## src/rtl/dbus_pkg.sv

```systemverilog
// Shared definitions for the data-bus arbiter: default widths, FSM state
// encoding, master indices and the lock-counter helper.
package dbus_pkg;

  localparam int unsigned DBUS_ADDR_W = 16;
  localparam int unsigned DBUS_DATA_W = 32;

  localparam logic M_CPU = 1'b0;
  localparam logic M_DMA = 1'b1;

  localparam int unsigned LOCK_CNT_W = 8;
  typedef logic [LOCK_CNT_W-1:0] lock_cnt_t;

  typedef enum logic [1:0] {
    ST_IDLE  = 2'd0,
    ST_LOCK0 = 2'd1,
    ST_LOCK1 = 2'd2
  } arb_state_t;

  // Saturating increment so a very long lock never wraps back below LOCK_MAX.
  function automatic lock_cnt_t lock_cnt_inc(input lock_cnt_t v);
    return (v == '1) ? v : v + lock_cnt_t'(1);
  endfunction

endpackage

```

## src/rtl/rr_pick2.sv

```systemverilog
// Combinational two-way round-robin selector: a lone requester wins, a tie
// goes to the master that was not granted last.
module rr_pick2 (
  input  logic [1:0] req,
  input  logic       last,
  output logic [1:0] gnt
);

  always_comb begin
    gnt = '0;
    case (req)
      2'b01:   gnt = 2'b01;
      2'b10:   gnt = 2'b10;
      2'b11:   gnt = last ? 2'b01 : 2'b10;
      default: gnt = '0;
    endcase
  end

endmodule

```

## src/rtl/dbus_arbiter.sv

```systemverilog
// Two-master arbiter in front of the single-port data RAM: round-robin with
// optional bus lock, bounded lock duration and per-master read-valid tracking.
module dbus_arbiter
  import dbus_pkg::*;
#(
  parameter int unsigned ADDR_W   = DBUS_ADDR_W,
  parameter int unsigned DATA_W   = DBUS_DATA_W,
  parameter int unsigned LOCK_MAX = 15
) (
  input  logic              clk,
  input  logic              rst_n,

  input  logic              m0_req,
  input  logic [ADDR_W-1:0] m0_addr,
  input  logic [DATA_W-1:0] m0_wdata,
  input  logic              m0_wen,
  input  logic              m0_lock,
  output logic              m0_gnt,
  output logic              m0_rvalid,

  input  logic              m1_req,
  input  logic [ADDR_W-1:0] m1_addr,
  input  logic [DATA_W-1:0] m1_wdata,
  input  logic              m1_wen,
  input  logic              m1_lock,
  output logic              m1_gnt,
  output logic              m1_rvalid,

  output logic [DATA_W-1:0] rdata,

  output logic [ADDR_W-1:0] mem_addr,
  output logic [DATA_W-1:0] mem_wdata,
  output logic              mem_wen,
  input  logic [DATA_W-1:0] mem_rdata
);

  localparam lock_cnt_t LOCK_MAX_C = lock_cnt_t'(LOCK_MAX);

  arb_state_t r_state;
  logic       r_last_gnt;
  lock_cnt_t  r_lock_cnt;
  logic       r_m0_rvalid;
  logic       r_m1_rvalid;

  logic [1:0] w_req;
  logic [1:0] w_lock;
  logic [1:0] w_rr_gnt;
  logic [1:0] w_gnt;
  logic       w_any_gnt;
  logic       w_gnt_idx;
  logic       w_owner;
  logic       w_other;
  logic       w_owner_req;
  logic       w_other_req;
  logic       w_cnt_hit;

  assign w_req  = {m1_req, m0_req};
  assign w_lock = {m1_lock, m0_lock};

  rr_pick2 u_rr_pick2 (
    .req  (w_req),
    .last (r_last_gnt),
    .gnt  (w_rr_gnt)
  );

  assign w_owner     = (r_state == ST_LOCK1) ? M_DMA : M_CPU;
  assign w_other     = ~w_owner;
  assign w_owner_req = w_req[w_owner];
  assign w_other_req = w_req[w_other];
  assign w_cnt_hit   = (r_lock_cnt >= LOCK_MAX_C);

  // While locked the owner wins outright, except for one forced hand-over
  // once the lock has run LOCK_MAX grants and the other master is waiting.
  always_comb begin
    w_gnt = '0;
    case (r_state)
      ST_IDLE: w_gnt = w_rr_gnt;
      ST_LOCK0, ST_LOCK1: begin
        if (w_owner_req && !(w_cnt_hit && w_other_req)) begin
          w_gnt[w_owner] = 1'b1;
        end else if (w_other_req) begin
          w_gnt[w_other] = 1'b1;
        end
      end
      default: w_gnt = '0;
    endcase
  end

  assign w_any_gnt = |w_gnt;
  assign w_gnt_idx = w_gnt[1];

  always_comb begin
    mem_addr  = '0;
    mem_wdata = '0;
    mem_wen   = 1'b0;
    if (w_gnt[0]) begin
      mem_addr  = m0_addr;
      mem_wdata = m0_wdata;
      mem_wen   = m0_wen;
    end else if (w_gnt[1]) begin
      mem_addr  = m1_addr;
      mem_wdata = m1_wdata;
      mem_wen   = m1_wen;
    end
  end

  always_ff @(posedge clk or negedge rst_n) begin
    if (!rst_n) begin
      r_state     <= ST_IDLE;
      r_last_gnt  <= 1'b1;
      r_lock_cnt  <= '0;
      r_m0_rvalid <= 1'b0;
      r_m1_rvalid <= 1'b0;
    end else begin
      r_m0_rvalid <= w_gnt[0] & ~m0_wen;
      r_m1_rvalid <= w_gnt[1] & ~m1_wen;
      if (w_any_gnt) begin
        r_last_gnt <= w_gnt_idx;
      end
      case (r_state)
        ST_IDLE: begin
          if (w_any_gnt && w_lock[w_gnt_idx]) begin
            r_state    <= w_gnt_idx ? ST_LOCK1 : ST_LOCK0;
            r_lock_cnt <= lock_cnt_t'(1);
          end
        end
        ST_LOCK0, ST_LOCK1: begin
          // Owner requesting but not granted can only mean a forced hand-over.
          if (!w_owner_req) begin
            r_state    <= ST_IDLE;
            r_lock_cnt <= '0;
          end else if (w_gnt[w_owner]) begin
            if (!w_lock[w_owner]) begin
              r_state    <= ST_IDLE;
              r_lock_cnt <= '0;
            end else begin
              r_lock_cnt <= lock_cnt_inc(r_lock_cnt);
            end
          end else begin
            r_lock_cnt <= '0;
          end
        end
        default: begin
          r_state    <= ST_IDLE;
          r_lock_cnt <= '0;
        end
      endcase
    end
  end

  assign m0_gnt    = w_gnt[0];
  assign m1_gnt    = w_gnt[1];
  assign m0_rvalid = r_m0_rvalid;
  assign m1_rvalid = r_m1_rvalid;
  assign rdata     = mem_rdata;

endmodule

```

## config.mk

```make
export PLATFORM = sky130hd
export DESIGN_NAME = dbus_arbiter
export DESIGN_NICKNAME = d
export VERILOG_FILES = /design/src/rtl/dbus_pkg.sv /design/src/rtl/rr_pick2.sv /design/src/rtl/dbus_arbiter.sv
export SDC_FILE = /design/constraint.sdc
export NUM_CORES = 1
export LEC_CHECK = 0
export BUFFER_PORTS_ARGS = -buffer_cell sky130_fd_sc_hd__buf_2
export CORE_AREA = 4 4 83 85
export CTS_CLUSTER_SIZE = 30
export DETAILED_ROUTE_END_ITERATION = 12
export DIE_AREA = 0 0 87 89
export GPL_ROUTABILITY_DRIVEN = 1
export PLACE_DENSITY = 0.75
export REMOVE_ABC_BUFFERS = 1
export SLEW_MARGIN = 40
export SYNTH_ARGS = -nofsm -noshare
export SYNTH_HDL_FRONTEND = slang
export SYNTH_SLANG_ARGS = --single-unit
export TNS_END_PERCENT = 10
```

## constraint.sdc

```tcl
create_clock -name clk -period 4.4 [get_ports clk]
set_input_delay 0.66 -clock clk [delete_from_list [all_inputs] [get_ports clk]]
set_output_delay 0.66 -clock clk [all_outputs]
set_load 0.01 [all_outputs]
```

==> results.py, run 1 <==
metrics = {
    "logic_synthesis": {
        "synth_edf_count": 0,
        "synth.distinct_cells": 50,
        "synthesis.area_um2": 1870,
        "ys_seq_area_frac": 0.175,
        "yosys.area.top_type": "nand2_1",
        "synthTopCellsByArea": "nand2_1 21%, dfrtp_1 16%, buf_4 13%, o21ai_0 9.9%, o21ai_1 4.0%",
        "post-synth-top-count-cell": "nand2_1",
        "netlist_instances": 294,
        "avgSynthCellArea_um2": 6.36,
        "yosys-top-cells-count": "106 x nand2_1, 37 x o21ai_0, 32 x buf_4",
        "ys_warn_count": 0,
        "ys_seq_elements": 13,
        "postSynth.asyncResetShare": 1.00,
        "synth_top_cell_area_share": 0.213,
        "synth_ff_type": "dfrtp_1",
    },
    "sta": {
        "drv_slew": 0,
        "hold_viol_final": 0,
        "skew_ps": 1.54,
        "max_freq_ghz": 0.292,
        "setup_viol": 0,
        "relSlewSlack": 0.649,
        "rsz0062_at_grt": "false",
        "holdWs_ps": 300,
        "min_period_ps": 3430,
        "timing.setup.tns_ps": 0,
        "period_share": 0.779,
        "max_slew.worst_pin.slew_ps": 526,
    },
    "clocking": {
        "cts.sinks": 13,
        "cts_hold_buf": 0,
        "cts_root_buffer": "clkbuf_8",
        "ctsLongestPathBuffers": 2,
        "clk_pin_slew_ps": 60,
        "cts_made_buffers": 3,
        "htreeDepth": 1,
        "cts_setup_buffers": 0,
        "post_cts_resized": 0,
        "clock_latency_ps": 240,
        "cts_tree": "yes",
    },
    "setup_path": {
        "r2r_setup_slack_ps": 1350,
        "cp.required_ps": 3740,
        "critPathLaunch": "r_lock_cnt[6]",
        "cp.arrival_ps": 2770,
        "cp_max_fo": 52,
        "cp-end-kind": "primary output",
        "worstReg2RegEnd": "r_lock_cnt[0]",
        "worstSetupPathType": "flip-flop to primary output",
        "path_cells": "or4_4 > o21a_1 > nor2_1 > o21a_4 > nand2_1 > o21ai_0 > buf_2",
        "reg2reg_from": "r_state[0]",
        "start_kind": "flip-flop",
        "critPathMaxStageDelay_ps": 570,
        "crit_family": "compound AO/OA/AOI/OAI gates",
        "path_buf_inv": 1,
        "worst_path_max_delay_cell": "or4_4",
        "r2r_cells": 10,
    },
    "pwr": {
        "p_seq_frac": 0.127,
        "p_leak_nw": 1.32,
        "internal_power_uw": 619,
        "p_switching_uw": 708,
        "power_density_nw_per_um2": 531,
        "vdd_ir_drop_max_v": 0.000296,
        "total_power_mw": 1.33,
        "switching_share": 0.534,
        "pwr-share-clk": 0.080,
        "p_comb_frac": 0.793,
    },
    "cells_and_area": {
        "nets": 548,
        "syn2layout_area_growth_pct": 33.7,
        "fin_area_um2": 2500,
        "n_antenna_cell": 0,
        "layout-drive-gt1-share": 0.442,
        "fin_cells": 484,
    },
    "global_route": {
        "grt_use_met1": 0.191,
        "top_usage_layer": "met2",
        "grt_pass1_wl_um": 10700,
        "grt_max_degree": 53,
        "grt-ovfl-total": 0,
        "antenna_found_initial": 0,
        "grtUsageMet2": 0.271,
        "use_met3": 0.135,
        "grt_util_all_layers": 0.174,
        "grt_pass1_vias": 2137,
    },
    "floorplanning": {
        "ios": 221,
        "dieArea_um2": 7740,
        "design.core.area_um2": 6200,
        "die_y_um": 89,
        "die_w_um": 87,
        "initial_core_util": 0.301,
        "rows": 29,
    },
    "worst_hold_path": {
        "hold_class": "input pin to asynchronous set/reset pin",
    },
    "route": {
        "vias_per_cell": 4.84,
        "first_pass_iters": 5,
        "antenna_left": 0,
        "route.detailed.drc": 0,
        "vias": 2344,
        "drtIter0Drc": 95,
        "wirelength_um": 7280,
        "wl_per_cell_um": 15.0,
    },
    "status": {
        "status": "completed",
    },
    "job": {
        "cap_violations": 0,
    },
    "place": {
        "place_area_um2": 2450,
        "post-place-cells": 480,
        "gp_congestion": 0.919,
        "port_buffers": 156,
        "post-dp-hpwl_um": 6210,
    },
}
==> logic make-up after synthesis <==
| family | after synthesis | share of synthesized area |
|---|---|---|
| buffers and inverters | 54 | 0.180 |
| multiplexers | 3 | 0.0194 |
| AND/OR/NAND/NOR | 139 | 0.323 |
| AO/OA/AOI/OAI | 81 | 0.276 |
| adder cells (fa/ha/maj) | 4 | 0.0268 |
| flip-flops | 13 | 0.175 |
==> cell type report <==
class	count	area [um2]
timing repair buffer	158	796
clock buffer	3	41.3
tap	77	96.3
fill	656	3710
inverter	5	18.8
multi-input combinational	227	1210
sequential	13	327
clock inverter	1	5.00
==> routing by layer <==
metal / vias up / routed length (um)
li1: 1190 / -
met1: 1002 / 2580
met2: 143 / 3280
met3: 7 / 1350
met4: 2 / 20
met5: - / 57
==> registers in the layout, indices dropped and copies added, names as in the netlist <==
register,flops
r_lock_cnt,8
r_state,2
m0_rvalid,1
m1_rvalid,1
r_last_gnt,1
==> layout by cell type (no fill, tap or decap), types with 2 or more instances in the layout <==
cell type,synthesis,layout
buf_2,5,156
nand2_1,106,106
o21ai_0,37,37
o21ai_1,15,15
dfrtp_1,12,12
nor2_1,9,9
a21oi_1,9,9
inv_1,5,5
nand3_1,5,5
ha_1,4,4
clkbuf_8,0,3
and3_1,2,2
nor2b_1,2,2
and4_1,2,2
a31oi_1,2,2
nor3_1,2,2
buf_4,32,2
==> power by group through the flow <==
stage | Combinational (mW) | Sequential [mW] | Clock [mW]
after floorplan | 0.679 | 0.167 | 0
after global placement | 1.04 | 0.169 | 0
after detailed placement | 1.06 | 0.171 | 0
after CTS | 1.06 | 0.169 | 0.111
after global routing | 1.18 | 0.173 | 0.115
final | 1.05 | 0.169 | 0.106
==> how the worst max path moves through the flow <==
| stage | end | cells after the start | slack, ps |
|---|---|---|---|
| 2_1_floorplan | mem_addr[0] | 6 | 240 |
| 3_3_place_gp | mem_wdata[9] | 7 | 1020 |
| 3_5_place_dp | mem_wdata[9] | 7 | 1210 |
| 4_1_cts | mem_wdata[9] | 7 | 930 |
| 5_1_grt | mem_wdata[9] | 7 | 770 |
| 6_report | mem_wdata[9] | 7 | 970 |
==> through the flow <==
stage	utilization	worst slack, ps
after floorplan	-	240
after global placement	0.394	1020
after detailed placement	0.395	1210
after CTS	0.403	933
after global routing	0.403	773
final	0.403	972
(Power assumes the default switching activity.)
==> inputs of run 2 (changes only) <==
--- a/config.mk
+++ b/config.mk
@@ -5,13 +5,14 @@
 export SDC_FILE = /design/constraint.sdc
 export NUM_CORES = 1
 export LEC_CHECK = 0
+export ABC_AREA = 1
 export BUFFER_PORTS_ARGS = -buffer_cell sky130_fd_sc_hd__buf_2
-export CORE_AREA = 4 4 83 85
+export CORE_AREA = 4 4 84 86
 export CTS_CLUSTER_SIZE = 30
 export DETAILED_ROUTE_END_ITERATION = 12
-export DIE_AREA = 0 0 87 89
+export DIE_AREA = 0 0 88 90
 export GPL_ROUTABILITY_DRIVEN = 1
-export PLACE_DENSITY = 0.75
+export PLACE_DENSITY = 0.74
 export REMOVE_ABC_BUFFERS = 1
 export SLEW_MARGIN = 40
 export SYNTH_ARGS = -nofsm -noshare
==> constraint.sdc (replaced) <==
create_clock -name clk -period 3.43 [get_ports clk]
set_input_delay 0.5145 -clock clk [delete_from_list [all_inputs] [get_ports clk]]
set_output_delay 0.5145 -clock clk [all_outputs]
set_load 0.01 [all_outputs]
==> results.py, run 2 <==
metrics = {
    "status": {
        "status": "completed",
    },
    "global_route": {
        "grt-ovfl-total": 0,
        "grt_max_degree": 53,
        "grt_util_all_layers": 0.179,
        "grt_pass1_vias": 2156,
        "grt_pass1_wl_um": 11400,
        "antenna_found_initial": 0,
    },
    "place": {
        "post-dp-hpwl_um": 5950,
        "post-place-cells": 530,
        "gp_congestion": 0.876,
        "port_buffers": 156,
        "place_ws_ps": 610,
        "place_area_um2": 2510,
    },
    "sta": {
        "min_period_ps": 3120,
        "skew_ps": 3.50,
        "holdWs_ps": 150,
        "fin_ws_ps": 312,
        "setup_viol": 0,
        "relSlewSlack": 0.653,
        "period_share": 0.909,
        "hold_viol_final": 0,
        "timing.setup.tns_ps": 0,
        "max_freq_ghz": 0.321,
        "rsz0062_at_grt": "false",
        "drv_slew": 0,
        "max_slew.worst_pin.slew_ps": 521,
    },
    "clocking": {
        "clock_latency_ps": 250,
        "cts_made_buffers": 3,
        "post_cts_resized": 0,
        "cts_setup_buffers": 0,
        "clk_pin_slew_ps": 60,
        "cts.sinks": 13,
        "ctsLongestPathBuffers": 2,
        "cts_root_buffer": "clkbuf_8",
        "cts_hold_buf": 0,
        "cts_tree": "yes",
        "htreeDepth": 1,
    },
    "route": {
        "vias_per_cell": 4.62,
        "wirelength_um": 7480,
        "wl_per_cell_um": 14.0,
        "antenna_left": 0,
        "drtIter0Drc": 126,
        "vias": 2468,
        "first_pass_iters": 4,
        "route.detailed.drc": 0,
    },
    "setup_path": {
        "cp.required_ps": 2920,
        "worst_path_max_delay_cell": "buf_4",
        "start_kind": "flip-flop",
        "path_cells": "inv_1 > ha_1 > inv_2 > nand2_2 > nand2_1 > nand2_2 > a21oi_1 > nand2_1 > nand2_2 > nand2_1 > inv_2 > buf_4 > nand3_1 > nand2_1 > buf_2",
        "cp_max_fo": 50,
        "crit_family": "buffers and inverters",
        "cp-end-kind": "primary output",
        "cp.arrival_ps": 2600,
        "path_buf_inv": 5,
        "worstSetupPathType": "flip-flop to primary output",
        "critPathMaxStageDelay_ps": 390,
        "cp_common_cell": "nand2_1",
    },
    "cells_and_area": {
        "fin_util": 0.408,
        "final_cell_mix": "156 x buf_2, 146 x nand2_1, 58 x nand3_1, 18 x inv_1, 18 x nor2_1",
        "reg_top3": "r_lock_cnt: 8 flops, r_state: 2 flops",
        "fin_cells": 534,
        "n_antenna_cell": 0,
        "fin_area_um2": 2560,
        "nets": 598,
        "syn2layout_area_growth_pct": 32.8,
        "largest_reg_flops": 8,
        "layout-drive-gt1-share": 0.400,
        "final_common_cell": "buf_2",
        "regMostFlops": "r_lock_cnt",
    },
    "logic_synthesis": {
        "yosys.area.top_type": "nand2_1",
        "synth_top_cell_area_share": 0.284,
        "synth.distinct_cells": 23,
        "ys_warn_count": 0,
        "synth_xor_area_frac": 0.0273,
        "postSynth.asyncResetShare": 1.00,
        "synth_edf_count": 0,
        "post-synth-top-count-cell": "nand2_1",
        "synthesis.area_um2": 1930,
        "ys_seq_elements": 13,
        "synth.area.mux_share": 0,
        "synth_top_family_by_area": "simple AND/OR/NAND/NOR gates",
        "avgSynthCellArea_um2": 5.65,
        "ys_seq_area_frac": 0.169,
        "synth_ff_type": "dfrtp_1",
        "netlist_instances": 341,
        "synthTopCellsByArea": "nand2_1 28%, dfrtp_1 16%, nand3_1 15%, buf_4 13%, inv_1 3.5%",
        "yosys-top-cells-count": "146 x nand2_1, 58 x nand3_1, 33 x buf_4",
        "synth_compound_area_frac": 0.0130,
        "synthSimpleGateAreaFrac": 0.559,
        "synthAdderAreaFrac": 0.0260,
    },
    "floorplanning": {
        "initial_core_util": 0.307,
        "ios": 221,
        "die_y_um": 90,
        "design.core.area_um2": 6280,
        "dieArea_um2": 7920,
        "rows": 29,
        "die_w_um": 88,
    },
    "job": {
        "cap_violations": 0,
    },
    "pwr": {
        "power_density_nw_per_um2": 779,
        "p_leak_nw": 1.67,
        "switching_share": 0.576,
        "p_seq_frac": 0.105,
        "pwr-share-clk": 0.071,
        "vdd_ir_drop_max_v": 0.000771,
        "p_switching_mw": 1.15,
        "total_power_mw": 1.99,
        "internal_power_uw": 845,
        "p_comb_frac": 0.824,
    },
    "worst_hold_path": {
        "hold_class": "input pin to asynchronous set/reset pin",
    },
}
run 2: cell types whose count changed after synthesis, moves of 13 or more:
cell	change
nand3_1	+53
nand2_1	+40
o21ai_0	-35
o21ai_1	-15
inv_1	+13
run 2: worst paths after layout:
check                              startpoint       endpoint  slack (ps)  cells past startpoint
worst min register to register  r_lock_cnt[1]  r_lock_cnt[1]         500                      2
worst max-delay path               r_state[0]   mem_wdata[8]         310                     15
worst max register to register     r_state[0]  r_lock_cnt[4]         940                     18
max in group asynchronous               rst_n     r_last_gnt        2990                      1
min in group clk                       m0_wen      m0_rvalid         430                      2
worst min-delay path                    rst_n  r_lock_cnt[3]         150                      1
run 2: power groups by stage:
stage | logic [mW] | registers, mW | clock network (mW)
5_1_grt | 1.84 | 0.214 | 0.154
4_1_cts | 1.66 | 0.209 | 0.147
3_3_place_gp | 1.64 | 0.210 | 0
6_report | 1.64 | 0.209 | 0.142
3_5_place_dp | 1.65 | 0.211 | 0
2_1_floorplan | 1.02 | 0.212 | 0
run 2: cell families (layout without fill, tap and decap cells):
group / count (synthesis) / in the layout
buf+inv: 69 / 185
fa+ha+maj: 4 / 4
flops: 13 / 13
simple gates: 244 / 244
xor+xnor: 6 / 6
compound gates: 5 / 5
run 2: layout make-up:
class,instances,area [um2]
fillers,689,3720
multi-input cells,259,1200
repair buffers,159,803
flip-flops and latches,13,327
well taps,77,96.3
inverters,22,82.6
clock buffers,4,45.0
run 2: layer usage:
| metal | GRT usage | vias up | share of wire |
|---|---|---|---|
| li1 | - | 1264 | - |
| met1 | 0.212 | 1059 | 0.39 |
| met2 | 0.269 | 137 | 0.46 |
| met3 | 0.108 | 8 | 0.14 |
| met4 | 0.0396 | 0 | 0.012 |
| met5 | 0.0629 | - | 0 |
